### config.mk
export PLATFORM = sky130hd
export DESIGN_NAME = chess_clock_timer
export DESIGN_NICKNAME = d
export VERILOG_FILES = /design/src/rtl/chess_clock_timer.sv
export SDC_FILE = /design/constraint.sdc
export NUM_CORES = 1
export LEC_CHECK = 0
export ABC_AREA = 1
export CAP_MARGIN = 5
export CORE_MARGIN = 10
export CORE_UTILIZATION = 50
export CTS_BUF_LIST = sky130_fd_sc_hd__clkbuf_4 sky130_fd_sc_hd__clkbuf_8
export DETAILED_ROUTE_END_ITERATION = 10
export PLACE_DENSITY_LB_ADDON = 0.12
export SLEW_MARGIN = 20
export SYNTH_ARGS = -nofsm -noshare
export SYNTH_HDL_FRONTEND = slang
export SYNTH_SLANG_ARGS = --single-unit
### constraint.sdc
create_clock -name clock -period 6.7 [get_ports clock]
set_input_delay 1.34 -clock clock [delete_from_list [all_inputs] [get_ports clock]]
set_output_delay 1.34 -clock clock [all_outputs]
set_load 0.05 [all_outputs]
### src/rtl/chess_clock_timer.sv
// Two-player chess clock with a one-second prescaler and Fischer increment.
//
// Parameters:
//   CLOCK_FREQ  clock cycles per one-second tick (>= 2)
//   MINUTES     initial minutes per player (0..99)
//   SECONDS     initial seconds per player (0..59)
//   INCREMENT   seconds added to the mover's time on turn end (0..59)
//
// Ports:
//   clock        system clock, rising edge
//   reset        synchronous, active-high
//   start        level request to begin/resume counting
//   pause        level request to halt counting (beats start)
//   turn_end     one-cycle pulse ending the active player's move
//   active       side to move: 0 = white, 1 = black
//   running      high while counting
//   timeout      bit0 = white flag fallen, bit1 = black flag fallen
//   w_*/b_*      per-player minutes (binary) and seconds tens/units (BCD)
module chess_clock_timer #(
  parameter int unsigned CLOCK_FREQ = 50000000,
  parameter int unsigned MINUTES    = 5,
  parameter int unsigned SECONDS    = 0,
  parameter int unsigned INCREMENT  = 0
) (
  input  logic       clock,
  input  logic       reset,
  input  logic       start,
  input  logic       pause,
  input  logic       turn_end,
  output logic       active,
  output logic       running,
  output logic [1:0] timeout,
  output logic [6:0] w_min,
  output logic [2:0] w_sec_tens,
  output logic [3:0] w_sec_units,
  output logic [6:0] b_min,
  output logic [2:0] b_sec_tens,
  output logic [3:0] b_sec_units
);

  localparam int unsigned PW = $clog2(CLOCK_FREQ);
  localparam logic [PW-1:0] PRESC_MAX = PW'(CLOCK_FREQ - 1);

  typedef enum logic [1:0] {IDLE, RUN, PAUSED, TIMEOUT} state_e;

  typedef struct packed {
    logic [6:0] m;
    logic [2:0] t;
    logic [3:0] u;
  } tm_t;

  localparam tm_t INIT = '{m: 7'(MINUTES), t: 3'(SECONDS / 10), u: 4'(SECONDS % 10)};

  state_e        state_q, state_d;
  logic [PW-1:0] presc_q, presc_d;
  logic          active_q, active_d;
  logic          running_q, running_d;
  logic [1:0]    timeout_q, timeout_d;
  tm_t           w_q, w_d, b_q, b_d;

  tm_t  cur, dec, inc;
  logic tick;

  // One-second BCD decrement; caller guarantees the time is non-zero.
  function automatic tm_t dec1(input tm_t x);
    tm_t r;
    r = x;
    if (x.u != 4'd0) begin
      r.u = x.u - 4'd1;
    end else begin
      r.u = 4'd9;
      if (x.t != 3'd0) begin
        r.t = x.t - 3'd1;
      end else begin
        r.t = 3'd5;
        r.m = x.m - 7'd1;
      end
    end
    return r;
  endfunction

  // Add the increment with carry into minutes, saturating at 99:59.
  function automatic tm_t add_inc(input tm_t x);
    tm_t        r;
    logic [6:0] s;
    logic [7:0] m;
    s = 7'(x.t) * 7'd10 + 7'(x.u) + 7'(INCREMENT);
    m = {1'b0, x.m};
    if (s >= 7'd60) begin
      s = s - 7'd60;
      m = m + 8'd1;
    end
    if (m > 8'd99) begin
      r = '{m: 7'd99, t: 3'd5, u: 4'd9};
    end else begin
      r.m = m[6:0];
      r.t = 3'(s / 7'd10);
      r.u = 4'(s % 7'd10);
    end
    return r;
  endfunction

  always_comb begin
    state_d   = state_q;
    presc_d   = presc_q;
    active_d  = active_q;
    timeout_d = timeout_q;
    w_d       = w_q;
    b_d       = b_q;

    cur  = active_q ? b_q : w_q;
    dec  = dec1(cur);
    inc  = add_inc(cur);
    tick = (presc_q == PRESC_MAX);

    unique case (state_q)
      IDLE: begin
        presc_d = '0;
        if (start) begin
          state_d  = RUN;
          active_d = 1'b0;
        end
      end
      RUN: begin
        if (turn_end) begin
          // Turn end wins over a coincident tick: the tick is dropped.
          presc_d  = '0;
          active_d = ~active_q;
          if (active_q) b_d = inc;
          else          w_d = inc;
        end else if (tick) begin
          presc_d = '0;
          if (active_q) b_d = dec;
          else          w_d = dec;
          if (dec == '0) begin
            timeout_d[active_q] = 1'b1;
            state_d             = TIMEOUT;
          end
        end else begin
          presc_d = presc_q + PW'(1);
        end
        if (pause && state_d == RUN) state_d = PAUSED;
      end
      PAUSED: begin
        if (start && !pause) state_d = RUN;
      end
      TIMEOUT: begin
      end
      default: state_d = IDLE;
    endcase

    running_d = (state_d == RUN);
  end

  always_ff @(posedge clock) begin
    if (reset) begin
      state_q   <= IDLE;
      presc_q   <= '0;
      active_q  <= 1'b0;
      running_q <= 1'b0;
      timeout_q <= '0;
      w_q       <= INIT;
      b_q       <= INIT;
    end else begin
      state_q   <= state_d;
      presc_q   <= presc_d;
      active_q  <= active_d;
      running_q <= running_d;
      timeout_q <= timeout_d;
      w_q       <= w_d;
      b_q       <= b_d;
    end
  end

  assign active      = active_q;
  assign running     = running_q;
  assign timeout     = timeout_q;
  assign w_min       = w_q.m;
  assign w_sec_tens  = w_q.t;
  assign w_sec_units = w_q.u;
  assign b_min       = b_q.m;
  assign b_sec_tens  = b_q.t;
  assign b_sec_units = b_q.u;

endmodule

After elaboration in Yosys (flattened, before gate mapping) --
Index checks and enable logic that the tools add are counted.
Word-level totals: register bits 60, input bits 5, logic and storage cells 81
Operators by class: add/sub/neg operators 7, multipliers 1, divide/modulo/power cells 2, $lt $le $gt $ge 4, eq/ne operators 7, multiplexer cells 32, bitwise logic cells 3, reduce and logical (&&, ||, !) cells 14
Operator list (number):
- 14-bit 2-to-1 mux | 10
- 26-bit 2-to-1 mux | 2
- 26-bit case mux with 2 select lines | 1
- 26-bit by 1-bit adder with 26-bit output, second input constant | 1
- 26-bit == test, second input constant | 1
- 14-bit zero test | 1
- 2-bit 2-to-1 mux | 7
- 7-bit 2-to-1 mux | 2
- 10-bit 2-to-1 mux | 1
- 3-bit AND reduction | 3
- 7-bit by 1-bit adder with 8-bit output, second input constant | 1
- 8-bit by 7-bit > comparator with 1-bit output, second input constant | 1
- 8-bit 2-to-1 mux | 1
- 7-bit by 4-bit adder with 7-bit output | 1
- 7-bit by 4-bit divider with 7-bit output, second input constant | 1
- 7-bit by 6-bit >= comparator with 1-bit output, second input constant | 1
- 7-bit by 4-bit modulo with 7-bit output, second input constant | 1
- 7-bit by 1-bit subtractor with 7-bit output, second input constant | 1
- 7-bit by 6-bit subtractor with 7-bit output, second input constant | 1
- 2-bit by 1-bit == test with 1-bit output, second input constant | 3
- 3-bit by 3-bit multiplier with 6-bit output, second input constant | 1
- 2-bit case mux with 3 select lines | 1
- 4-bit 2-to-1 mux | 1
- 2-bit != test, second input constant | 2
- 18 further kinds | 24

Longest topological paths before layout --
word-level depth 14, depth in mapped cells 38

Worst setup path before layout --
No wires, ideal clock.
path type register -> register, from reg active_q (netlist: active), to reg b_q (netlist bit b_sec_units[1]), data arrival time 4.445 ns, data required time 6.591 ns, setup slack 2.146 ns, stages on the path, launching flop included 38, path buffers 2, clock period less this slack 4.554 ns, cell sequence dfxtp_1 > buf_6 > clkbuf_1 > o21ai_0 > inv_1 > ha_1 > ha_1 > inv_1 > nand2_1 > nand2_1 > inv_1 > ha_1 > inv_1 > nor3_1 > inv_1 > o21ai_1 > nand2_1 > nand2_1 > [2 not listed] > nand2_2 > nand2_2 > nand2_1 > nand3_1 > nand2_1 > nand2_1 > nand2_1 > nand2_1 > inv_1 > ha_1 > inv_1 > nand3_2 > nand3_2 > nand2_1 > nand3_1 > nand3_1 > nand2_1 > inv_1
On the way: longest elaborated chain between the ends 9, elaborated cells between the ends (all ways) 19
Ends and longest elaborated chain:
- start: declaration | line 56 | logic active_q, active_d;
- start signal: assignment | line 167 | active_q <= active_d;
- 14-bit 2-to-1 mux | line 111 | cur = active_q ? b_q : w_q;
- 3-bit by 3-bit multiplier with 6-bit output | line 87 | s = 7'(x.t) * 7'd10 + 7'(x.u) + 7'(INCREMENT);
- 7-bit by 4-bit adder with 7-bit output | line 87
- 7-bit by 6-bit subtractor with 7-bit output / 7-bit by 6-bit >= comparator with 1-bit output (equally long branches) | line 90, 89
- 7-bit 2-to-1 mux / 8-bit 2-to-1 mux (equally long branches) | line 89 | if (s >= 7'd60) begin
- 7-bit by 4-bit modulo with 7-bit output / 8-bit by 7-bit > comparator with 1-bit output (equally long branches) | line 98, 93
- 14-bit 2-to-1 mux | line 93 | if (m > 8'd99) begin
- 14-bit 2-to-1 mux | line 129 | if (active_q) b_d = inc;
- 14-bit 2-to-1 mux | line 125 | if (turn_end) begin
- end signal: assignment | line 163 | b_q <= INIT;
- end signal: assignment | line 171 | b_q <= b_d;
- end: declaration | line 59 | tm_t w_q, w_d, b_q, b_d;
Several ways; a longest one is shown, not always the timed one. The select of a mux whose other input is x is not followed. A chain may end at the register's enable or synchronous reset.

Final worst setup path --
Same ends and word-level chain as after synthesis.

==> qor.yml <==
cts-root-buf: "clkbuf_8"
cp_slowest_cell: "dfxtp_1"
gp_congestion: 0.928
r2r_cells: 35
tns_ns: 0
htreeDepth: 3
cts_tree: "done"
die-area_um2: 12300
worstReg2RegStart: "active"
portBuffers: 36
via_per_inst: 5.38
startpoint: "active"
synth_seq_cells: 60
syn-num-nets: 664
intPower_mw: 0.792
timing.rr.end: "b_sec_units[1]"
gr-total-overflow: 0
start_kind: "flip-flop"
max_freq_mhz: 184
row_count: 33
place_hpwl_mm: 8.26
syn_to_final_growth_pct: 16.1
initial_utilization: 0.508
p_comb_frac: 0.397
multi_input_area_um2: 2430
p_switching_mw: 0.526
drive_gt1_frac: 0.0837
finalClockSkew_ns: 0.0125
yosysSeqAreaShare: 0.292
layout_min_cycle_time_ns: 5.43
drt-pass1-iter-count: 5
endpoint: "b_sec_units[1]"
numCtsBuffers: 9
wirelength_mm: 10.9
finalMaxSlewViolations: 0
drv_cap: 0
cts_sinks: 60
yosysWarnings: 0
antenna_cells: 0
whs_ns: 0.466
clk_path_buf_depth: 2
power.density_nw_per_um2: 276
tightest_slew_ns: 1.02
place_ws_ns: 1.38
placed_cells: 770
utilization: 0.590
cp_max_fo: 24
ys_async_sr_fraction: 0
first_global_vias: 4002
slew_headroom: 0.322
fin_ws_ns: 1.27
max_stage_delay_ns: 0.83
fillers: 785
ys_types: 46
grt_pass1_wl_mm: 18.4
critPathRequiredTime_ns: 6.93
finalPower_mw: 1.32
nets: 695
drtAntennaViolNets: 0
netlist_instances: 645
grt_max_degree: 44
grt_util_all_layers: 0.174
cts_resized: 0
die-width_um: 111
vias: 4231
crit_type: "flip-flop to flip-flop"
wl_per_cell_um: 13.9
swShare: 0.399
hold_depth: 2
placed_area_um2: 4530
hold_buffers: 0
final_cells: 786
ios: 37
postCtsSetupBuffers: 0
coreArea_um2: 8090
peakVddDrop_v: 0.000199
drtIter0Drc: 407
final-setup-viol-count: 0
clk_latency_ns: 0.34
finalCritPeriodShare: 0.810
die_h_um: 111
drc: 0
cp-end-kind: "flip-flop"
avgSynthCellArea_um2: 6.37
p_seq_frac: 0.294
p_clk_frac: 0.308
status: "complete, no violations"
stdcell_area_um2: 4770
cpMostUsedCell: "nand2_1"
rsz0062_at_grt: "false"
clk_pin_slew_worst_paths_ns: 0.08
antenna_found_initial: 0
hold_path.class: "flip-flop to flip-flop"
r2r_slack_ns: 1.27
regArea_um2: 1200
leakage_nw: 2.07
synth_area_um2: 4110
hold_violations: 0
synth-edff-count: 0
yosys_most_used_dff: "dfxtp_1"
cp.arrival_ns: 5.66
[power groups by stage]
stage          Combinational [mW]  Clock (mW)  Sequential (mW)
6_report                    0.524       0.406            0.388
5_1_grt                     0.588       0.430            0.390
3_5_place_dp                0.514           0            0.396
4_1_cts                     0.517       0.415            0.388
2_1_floorplan               0.373           0            0.427
3_3_place_gp                0.508           0            0.396
[cells in the final DEF (no fill, tap or decap), types with 2 or more instances in the layout]
| cell type | Yosys | layout |
|---|---|---|
| a211oi_1 | 2 | 2 |
| a21oi_1 | 55 | 55 |
| a221oi_1 | 3 | 3 |
| a22oi_1 | 2 | 2 |
| a31oi_1 | 3 | 3 |
| buf_4 | 0 | 3 |
| bufinv_16 | 0 | 3 |
| clkbuf_8 | 1 | 9 |
| clkdlybuf4s50_1 | 0 | 36 |
| dfxtp_1 | 60 | 60 |
| ha_1 | 13 | 13 |
| inv_1 | 93 | 93 |
| inv_2 | 9 | 9 |
| nand2_1 | 136 | 136 |
| nand2_2 | 7 | 7 |
| nand3_1 | 42 | 42 |
| nand3_2 | 3 | 3 |
| nand3b_1 | 2 | 2 |
| nand4_1 | 13 | 13 |
| nor2_1 | 64 | 64 |
| nor3_1 | 8 | 8 |
| nor3_2 | 4 | 4 |
| nor4_1 | 2 | 2 |
| o21ai_0 | 56 | 56 |
| o21ai_1 | 6 | 6 |
| o21ai_2 | 3 | 3 |
| o221ai_1 | 2 | 2 |
| o22ai_1 | 5 | 5 |
| or2_2 | 5 | 5 |
| xor2_1 | 11 | 11 |
[cell usage after synthesis (all sizes together) (2+ instances only)]
| library cell | instances | share of area |
|---|---|---|
| a31oi | 3 | 0.0046 |
| ha | 13 | 0.040 |
| nor3 | 12 | 0.019 |
| o22ai | 5 | 0.0076 |
| o21ai | 65 | 0.082 |
| nor2 | 67 | 0.068 |
| nand2 | 144 | 0.14 |
| o221ai | 2 | 0.0043 |
| nand3 | 45 | 0.058 |
| nor4 | 3 | 0.0082 |
| a22oi | 2 | 0.0037 |
| nand4 | 14 | 0.023 |
| or2 | 6 | 0.0091 |
| a211oi | 2 | 0.0037 |
| clkbuf | 17 | 0.018 |
| a21oi | 55 | 0.067 |
| a221oi | 3 | 0.0064 |
| inv | 102 | 0.093 |
| buf | 2 | 0.0055 |
| dfxtp | 60 | 0.29 |
| xor2 | 11 | 0.023 |
| nand3b | 2 | 0.0037 |
[worst min path at each step]
| stage | end | start |
|---|---|---|
| after floorplan | presc_q[4] | presc_q[4] |
| after global placement | presc_q[4] | presc_q[4] |
| after detailed placement | presc_q[4] | presc_q[4] |
| after CTS | presc_q[4] | presc_q[4] |
| after global routing | presc_q[4] | presc_q[4] |
| final | presc_q[4] | presc_q[4] |
[layout make-up]
type                       instances  area share
sequential                        60       0.252
timing repair buffer              39      0.0802
inverter                         103      0.0810
multi-input combinational        463       0.509
tap                              105      0.0275
clock inverter                     6      0.0233
clock buffer                      10      0.0275
[kinds of logic after synthesis]
family | after synthesis | synth area share
XOR/XNOR | 12 | 0.0256
buffers and inverters | 122 | 0.117
AND/OR/NAND/NOR | 295 | 0.331
AO/OA/AOI/OAI | 142 | 0.189
flip-flops | 60 | 0.292
adder cells (fa/ha/maj) | 14 | 0.0444
[state kept, by name (all words and copies together), names as in the netlist, 3 cells and up]
signal and cells:
b_sec_units 4, b_sec_tens 3, w_min 7, b_min 7
w_sec_units 4, presc_q 26, w_sec_tens 3
[critical path, delay by kind of cell, from the launching register on]
kind,cells,cell delay [ns]
fa+ha+maj,4,1.02
compound gates,1,0.12
buf+inv,8,0.74
flops,1,0.83
simple gates,22,2.60
[layer usage]
layer  vias up  wire length (um)  part of all wire  track usage
li1       2178                 -                 -            -
met1      1921              4840              0.44        0.204
met2       108              5130              0.47        0.288
met3        24               664             0.061       0.0460
met4         0               288             0.026       0.0851
met5         -                 0                 0            0
(Power assumes the default switching activity.)
